[config.mk]
export PLATFORM = sky130hd
export DESIGN_NAME = fifo_reader
export DESIGN_NICKNAME = d
export VERILOG_FILES = /design/src/rtl/fifo_pkg.sv /design/src/rtl/fifo_rd_skid.sv /design/src/rtl/fifo_reader.sv
export SDC_FILE = /design/constraint.sdc
export NUM_CORES = 1
export LEC_CHECK = 0
export ABC_AREA = 1
export ABC_CLOCK_PERIOD_IN_PS = 3280
export BUFFER_PORTS_ARGS = -buffer_cell sky130_fd_sc_hd__clkbuf_2
export CORE_ASPECT_RATIO = 0.5
export CORE_UTILIZATION = 49
export CTS_CLUSTER_SIZE = 25
export DETAILED_ROUTE_END_ITERATION = 10
export GPL_TIMING_DRIVEN = 0
export PLACE_DENSITY = 0.86
export SYNTH_ARGS = -nofsm -noshare
export SYNTH_HDL_FRONTEND = slang
export SYNTH_SLANG_ARGS = --single-unit
[constraint.sdc]
create_clock -name clk -period 3.28 [get_ports clk]
set_clock_uncertainty 0.15 [all_clocks]
set_input_delay 0.656 -clock clk [delete_from_list [all_inputs] [get_ports clk]]
set_output_delay 0.656 -clock clk [all_outputs]
set_load 0.01 [all_outputs]
[src/rtl/fifo_pkg.sv]
// rtl/fifo_pkg.sv - shared FSM state type and default widths for the FIFO reader
package fifo_pkg;

  localparam int DEF_DATA_W = 128;
  localparam int DEF_CNT_W  = 32;

  typedef enum logic [1:0] {
    ST_IDLE  = 2'd0,
    ST_RUN   = 2'd1,
    ST_DRAIN = 2'd2
  } rd_state_e;

endpackage

[src/rtl/fifo_rd_skid.sv]
// rtl/fifo_rd_skid.sv - two-entry in-order output buffer for FIFO read data
module fifo_rd_skid #(
  parameter int DATA_W = 128
) (
  input  logic              clk,
  input  logic              rstn,
  input  logic              wr_en_i,
  input  logic [DATA_W-1:0] wr_data_i,
  input  logic              pop_i,
  output logic [1:0]        cnt_o,
  output logic [DATA_W-1:0] head_o
);

  logic [DATA_W-1:0] ent0_q, ent0_d;
  logic [DATA_W-1:0] ent1_q, ent1_d;
  logic [1:0]        cnt_q, cnt_d;

  // ent0 is always the oldest word; ent1 only holds data when two are queued
  always_comb begin
    ent0_d = ent0_q;
    ent1_d = ent1_q;
    cnt_d  = cnt_q;
    case ({wr_en_i, pop_i})
      2'b10: begin
        if (cnt_q == 2'd0) begin
          ent0_d = wr_data_i;
          cnt_d  = 2'd1;
        end else if (cnt_q == 2'd1) begin
          ent1_d = wr_data_i;
          cnt_d  = 2'd2;
        end
      end
      2'b01: begin
        if (cnt_q != 2'd0) begin
          ent0_d = ent1_q;
          cnt_d  = cnt_q - 2'd1;
        end
      end
      2'b11: begin
        if (cnt_q == 2'd2) begin
          ent0_d = ent1_q;
          ent1_d = wr_data_i;
        end else if (cnt_q == 2'd1) begin
          ent0_d = wr_data_i;
        end else begin
          ent0_d = wr_data_i;
          cnt_d  = 2'd1;
        end
      end
      default: ;
    endcase
  end

  always_ff @(posedge clk or negedge rstn) begin
    if (!rstn) begin
      ent0_q <= '0;
      ent1_q <= '0;
      cnt_q  <= 2'd0;
    end else begin
      ent0_q <= ent0_d;
      ent1_q <= ent1_d;
      cnt_q  <= cnt_d;
    end
  end

  assign cnt_o  = cnt_q;
  assign head_o = ent0_q;

endmodule

[src/rtl/fifo_reader.sv]
// rtl/fifo_reader.sv - pops a latency-1 FIFO into a ready/valid stream with graceful drain
module fifo_reader
  import fifo_pkg::*;
#(
  parameter int DATA_W = DEF_DATA_W,
  parameter int CNT_W  = DEF_CNT_W
) (
  input  logic              clk,
  input  logic              rstn,
  input  logic              i_en,
  output logic              o_rden,
  input  logic [DATA_W-1:0] i_rddata,
  input  logic              i_empty,
  input  logic              i_alm_empty,
  output logic              o_valid,
  input  logic              i_ready,
  output logic [DATA_W-1:0] o_data,
  output logic              o_busy,
  output logic [CNT_W-1:0]  o_pop_cnt
);

  rd_state_e        state_q, state_d;
  logic             inflight_q;
  logic [CNT_W-1:0] pop_cnt_q;
  logic [1:0]       buf_cnt;
  logic             xfer;
  logic [2:0]       occ_next;

  assign o_valid = (buf_cnt != 2'd0);
  assign xfer    = o_valid & i_ready;

  // Occupancy after this edge; a new pop only lands one cycle later, so this must leave a slot
  assign occ_next = {1'b0, buf_cnt} + {2'b00, inflight_q} - {2'b00, xfer};

  assign o_rden = (state_q == ST_RUN) && i_en && !i_empty && (occ_next < 3'd2) &&
                  !(i_alm_empty && inflight_q);

  always_comb begin
    state_d = state_q;
    case (state_q)
      ST_IDLE:  if (i_en) state_d = ST_RUN;
      ST_RUN:   if (!i_en) state_d = ST_DRAIN;
      ST_DRAIN: begin
        if (i_en) state_d = ST_RUN;
        else if (!inflight_q && (buf_cnt == 2'd0)) state_d = ST_IDLE;
      end
      default:  state_d = ST_IDLE;
    endcase
  end

  always_ff @(posedge clk or negedge rstn) begin
    if (!rstn) begin
      state_q    <= ST_IDLE;
      inflight_q <= 1'b0;
      pop_cnt_q  <= '0;
    end else begin
      state_q    <= state_d;
      inflight_q <= o_rden;
      pop_cnt_q  <= pop_cnt_q + {{(CNT_W-1){1'b0}}, o_rden};
    end
  end

  fifo_rd_skid #(
    .DATA_W(DATA_W)
  ) u_skid (
    .clk      (clk),
    .rstn     (rstn),
    .wr_en_i  (inflight_q),
    .wr_data_i(i_rddata),
    .pop_i    (xfer),
    .cnt_o    (buf_cnt),
    .head_o   (o_data)
  );

  assign o_busy    = (state_q != ST_IDLE);
  assign o_pop_cnt = pop_cnt_q;

endmodule

# ---- Word level (Yosys, flattened, before mapping)
# Index checks and enable logic that the tools add are counted.
dict set report op_classes {
  addsub 4
  mul 0
  div_mod_pow 0
  n_lt_le_gt_ge 1
  n_eq_ne 18
  shifts 0
  mux 19
  bitwise 1
  n_reduce_logical 19
}
# cell n
set ops {}
lappend ops {{128-bit two-way mux} 6}
lappend ops {{128-bit one-hot mux with 3 select lines} 1}
lappend ops {{128-bit one-hot mux with 2 select lines} 1}
lappend ops {{32-bit by 1-bit adder with 32-bit output} 1}
lappend ops {{2-bit two-way mux} 9}
lappend ops {{2-bit inequality test (second input constant)} 7}
lappend ops {{2-bit one-hot mux with 3 select lines} 2}
lappend ops {{2-bit == test (second input constant)} 4}
lappend ops {{2-bit by 1-bit == test with 1-bit output (second input constant)} 3}
lappend ops {{1-bit logical AND} 6}
lappend ops {{3-bit AND reduction} 2}
lappend ops {{2-bit nonzero test} 3}
lappend ops {{5-bit AND reduction} 1}
lappend ops {{2-bit zero test} 2}
lappend ops {{2-bit by 1-bit inequality test with 1-bit output (second input constant)} 2}
lappend ops {{4-bit AND reduction} 1}
lappend ops {{2-bit by 1-bit adder with 3-bit output} 1}
lappend ops {{1-bit zero test} 3}
lappend ops {{3-bit by 2-bit < comparator with 1-bit output (second input constant)} 1}
lappend ops {{3-bit by 2-bit inequality test with 1-bit output (second input constant)} 1}
lappend ops {{3-bit inequality test (second input constant)} 1}
lappend ops {{3-bit nonzero test} 1}
lappend ops {{3-bit by 1-bit subtractor with 3-bit output} 1}
lappend ops {{2-bit by 1-bit subtractor with 2-bit output (second input constant)} 1}
lappend ops {{1-bit bitwise AND} 1}
dict set report word_totals {
  ff_bits 293
  latchBits 0
  mem_bits_rw 0
  romBits 0
  input_bits 134
  output_inout_bits 163
  elab_cells 68
  mem_count 0
}

# ---- Depth between registers and ports, before layout
dict set report logic_depth {
  depth_word 7
  ltp_mapped 19
  depth_no_buf 19
}

# ---- By module
# From an unflattened synthesis, not the netlist that was laid out.
dict set report hier_totals {
  cells_unflattened 1796
  hier_area_um2 13784.5
}
# mod instances cells_each area_each_um2 seq_area_each_um2
set by_module_without_submodules {}
lappend by_module_without_submodules {fifo_rd_skid 1 1541 11810.1 6456.2}
lappend by_module_without_submodules {fifo_reader 1 255 1974.4 875.8}

# ---- Least setup slack after synthesis
# Ideal clock, no wire load.
dict set report synth_path {
  kind {register to register}
  from {register u_skid.cnt_q[1], in the netlist u_skid.cnt_o[1]}
  to {register pop_cnt_q[30], in the netlist o_pop_cnt[30]}
  setup_ns 0.117
  arrival_time_ns 3.469
  required_time_ns 3.013
  setup_slack_ns -0.456
  stages_incl_launch_ff 19
  n_path_buf 0
  period_less_slack_ns 3.736
  path_cell_list {dfrtp_1 > inv_1 > ha_1 > nor2_4 > nand2_1 > inv_1 > o21ai_0 > fa_1 > nand2_1 > nor4_1 > ha_1 > ha_1 > inv_1 > nor2_1 > nand2_1 > nor2_1 > nand2_1 > nand2_1 > nand2_1}
}
dict set report synth_between {
  elab_chain_cells 7
  word_cells_on_any_way 8
  classes_between {add/sub (3); order compare (1); bitwise (1); reduce/logical (3)}
}
# element line
set synth_lines {}
lappend synth_lines {{from (decl)} fifo_rd_skid.sv:16} ;# logic [1:0] cnt_q, cnt_d;
lappend synth_lines {{from (signal assigned)} fifo_rd_skid.sv:62} ;# cnt_q <= cnt_d;
lappend synth_lines {{branches (longest 2 deep; another with 2-bit by 1-bit adder with 3-bit output)} -}
lappend synth_lines {{3-bit by 1-bit subtractor with 3-bit output (*)} fifo_reader.sv:33} ;# assign occ_next = {1'b0, buf_cnt} + {2'b00, inflight_q} - {2'b00, xfer};
lappend synth_lines {{3-bit by 2-bit < comparator with 1-bit output (*)} fifo_reader.sv:35} ;# assign o_rden = (state_q == ST_RUN) && i_en && !i_empty && (occ_next < 3'd2) &&
lappend synth_lines {{1-bit logical AND (*) (2 in series)} fifo_reader.sv:35}
lappend synth_lines {{via o_rden} fifo_reader.sv:11} ;# output logic o_rden,
lappend synth_lines {{32-bit by 1-bit adder with 32-bit output (*)} fifo_reader.sv:59} ;# pop_cnt_q <= pop_cnt_q + {{(CNT_W-1){1'b0}}, o_rden};
lappend synth_lines {{to (signal assigned)} fifo_reader.sv:59}
lappend synth_lines {{to (decl)} fifo_reader.sv:24} ;# logic [CNT_W-1:0] pop_cnt_q;
# Mark *: on every way through the listed nets, which the timed path passes.
# A chain may end at the register's enable or synchronous reset.

# ---- Worst setup path after layout
dict set report layout_path {
  from {register u_skid.cnt_q[1], in the netlist u_skid.cnt_o[1]}
  to {output port o_rden}
}
dict set report layout_between {
  elab_chain_cells 6
  word_cells_on_any_way 7
  classes_between {add/sub (2); order compare (1); bitwise (1); reduce/logical (3)}
}
# element line
set layout_lines {}
lappend layout_lines {{branches (longest 2 deep; another with 2-bit by 1-bit adder with 3-bit output)} -}
lappend layout_lines {{3-bit by 1-bit subtractor with 3-bit output (*)} fifo_reader.sv:33}
lappend layout_lines {{3-bit by 2-bit < comparator with 1-bit output (*)} fifo_reader.sv:35}
lappend layout_lines {{1-bit logical AND (*) (2 in series)} fifo_reader.sv:35}
lappend layout_lines {{to (decl)} fifo_reader.sv:11}
# Every way passes the cells marked *.

==> impl_metrics.yaml <==
power_and_ir_drop:
  p_comb_share_pct: 36.3
  power.internal_mw: 9.02
  vdd_drop_max_mv: 0.392
  p_per_area_nw_per_um2: 894
  switchingPower_mw: 5.64
  p_leak_nw: 8.84
  clockPowerShare_pct: 20.9
  p_sw_share_pct: 38.5
  seq_power_share_pct: 42.8
drt:
  via_count: 11900
  drc: 0
  avgViaCountPerCell: 5.26
  routedWlPerCell_um: 16.5
  drtAntennaViolNets: 0
  drt-initial-drc-count: 974
  wl_mm: 37.1
  first_pass_iters: 5
global_routing:
  antenna_found_initial: 4
  overflow: 0
  grtUsageTotal_pct: 26.7
  grt_pass1_wl_mm: 59.0
  grt_pass1_vias: 11700
  grt_max_degree: 108
logic_synthesis:
  synth_top_family_by_area: "simple AND/OR/NAND/NOR gates"
  synth_compound_area_share_pct: 16.3
  synth-main-ff-cell: "dfrtp_1"
  syn_nets: 1673
  synth_fa_ha_area_share_pct: 0.623
  synth-edff-count: 0
  synth_xor_xnor_area_share_pct: 0.991
  ys_ff_latch: 293
  async_reset_ff_share_pct: 100
  yosysUniqueCellTypes: 30
  synth_cells: 1533
  seq_area_frac_synth_pct: 55.3
  yosys_warnings: 0
  synthSimpleGateAreaFrac_pct: 18.1
  avgSynthCellArea_um2: 8.64
  synth_mux_area_share_pct: 0
  netlist_area_um2: 13300
timing:
  rsz0062_at_grt: "true"
  period_share_pct: 105
  hold_viol_final: 0
  slew_headroom_pct: 55.5
  tightest_slew_ns: 0.667
  holdWs_ns: 0.157
  setup_ws_ns: -0.162
  max_freq_ghz: 0.290
  drv_slew: 0
  setup_viol: 5
  finalCriticalPeriod_ns: 3.44
setup_path:
  crit_chain: "inv_2, ha_4, nor2_4, nand2_2, inv_2, buf_4, fa_1, nand2_2, nor4_4, buf_6, buf_6"
  slowest_delay_ns: 0.55
  r2r_cells: 20
  path_class: "reg -> out"
  cp.depth: 11
  r2r_slack_ns: -0.03
  cp-start-kind: "flop"
  critPathBufInv: 5
  crit_family: "adder cells"
  critPathCaptureType: "output port"
  worstPathRequired_ns: 2.47
  reg2reg_from: "u_skid.cnt_o[1]"
  r2r-end: "o_pop_cnt[30]"
  crit_end: "o_rden"
  cp.arrival_ns: 2.64
  cp_max_fo: 3
  startpoint: "u_skid.cnt_o[1]"
  slowest_stage: "fa_1"
clock_network:
  cts_max_level: 1
  cts.sinks: 293
  ctsRootBufferMaster: "clkbuf_16"
  cts_tree: "done"
  cts_buffer_depth: 3
  clk_pin_slew_ns: 0.06
  cts_buffers: 27
  worst_skew_pair.late_latency_ns: 0.55
final_layout:
  final_cells: 2252
  drive_gt1_share_pct: 30.1
  layout_commonest_cell: "nand2_1"
  area_growth_pct: 23.7
  final_cell_mix: "nand2_1, clkbuf_2, dfrtp_1"
  nets: 2019
floorplan:
  io_pins: 297
  die_area_um2: 27700
  dieWidth_um: 235
  die_y_um: 118
  start_util_pct: 50.0
  core_area_um2: 26500
  num_rows: 42
placement:
  dp.cells: 2183
  hpwl_mm: 25.1
  io_buffers: 296
  routabilityCongestion: 0.904
outcome:
  violations: "negative setup slack"
  outcome: "finished, violations left"
hold_path:
  holdCritPathClass: "in -> reg"
run:
  maxCapViolCount: 0
==> power by group through the flow <==
stage / combinational [mW] / sequential, mW / clock (mW)
floorplan: 2.89 / 6.49 / 0
global placement: 4.97 / 6.22 / 0
detailed placement: 5.16 / 6.28 / 0
CTS: 5.29 / 6.25 / 3.13
global route: 5.92 / 6.45 / 3.28
finish: 5.32 / 6.28 / 3.07
==> cells in the mapped netlist (2+ instances only) <==
cell        n  share of area [%]
a21oi_1   129                4.9
buf_2      48                1.8
buf_4      16               0.91
buf_6       7               0.59
buf_8       5               0.57
clkbuf_1    6               0.17
clkbuf_2    2              0.076
dfrtp_1   293                 55
ha_1        5               0.47
inv_1     157                4.4
inv_2       3              0.085
nand2_1   456                 13
nand2_2    52                2.5
nand2_4     2               0.17
nand3_1    13               0.49
nand3b_1    7               0.40
nor2_1     50                1.4
nor2_2      2              0.094
o21ai_0    85                3.2
o21ai_1   123                4.6
o21ai_2    50                3.3
xnor2_1     6               0.40
xor2_1      9               0.59
==> area by class of cell <==
type	instances	area (um^2)
fill	2187	10100
tap	352	440
sequential	293	7330
antenna	3	7.51
clock buffer	39	781
clock inverter	8	62.6
buffer	84	547
timing repair buffer	317	1700
inverter	160	601
multi-input combinational	996	4920
==> layer usage <==
| metal | GRT usage (%) | share of wire, % | vias up |
|---|---|---|---|
| li1 | - | - | 5567 |
| met1 | 35.0 | 41 | 5682 |
| met2 | 43.2 | 48 | 457 |
| met3 | 4.08 | 4.9 | 149 |
| met4 | 13.6 | 5.7 | 0 |
| met5 | 0 | 0 | - |
==> state kept, by name, indices dropped and copies added, names as in the netlist <==
name / cells
inflight_q: 1
u_skid.cnt_o: 2
u_skid.head_o: 128
state_q: 2
o_pop_cnt: 32
u_skid.ent1_q: 128
==> logic make-up after synthesis <==
group / count (synthesis)
xor+xnor: 15
fa+ha+maj: 6
flops: 293
buf+inv: 244
compound gates: 391
simple gates: 584
==> timing repair <==
item | CTS | global route
endpoints found under the hold margin | 7 | 0
setup endpoints to repair | 30 | 23
hold buffers | 1 | 0
resized for setup | 11 | 20
gates cloned | 0 | 0
pin swaps | 4 | 21
setup buffers | 8 | 10
==> worst min path at each step <==
stage	start	to	slack, ns	depth (start not counted)
6_report	i_en	state_q[1]	0.16	2
5_1_grt	i_en	state_q[1]	0.13	2
4_1_cts	i_en	state_q[1]	0.12	2
3_5_place_dp	u_skid.head_o[12]	u_skid.head_o[12]	0.31	2
3_3_place_gp	u_skid.head_o[115]	u_skid.head_o[115]	0.31	2
2_1_floorplan	rstn	inflight_q	0.21	0
==> through the flow <==
stage | worst slack [ns] | util, % | area [um^2] | power [mW] | TNS [ns]
6_report | -0.162 | 61.9 | 16400 | 14.7 | -0.236
5_1_grt | -0.228 | 61.9 | 16400 | 15.7 | -1.72
4_1_cts | -0.180 | 61.3 | 16200 | 14.7 | -0.180
3_5_place_dp | -0.593 | 57.8 | 15300 | 11.4 | -12.74
3_3_place_gp | -4.74 | 57.5 | 15200 | 11.2 | -1390.89
2_1_floorplan | 0.0179 | - | 13300 | 9.37 | 0
(Power assumes the default switching activity.)
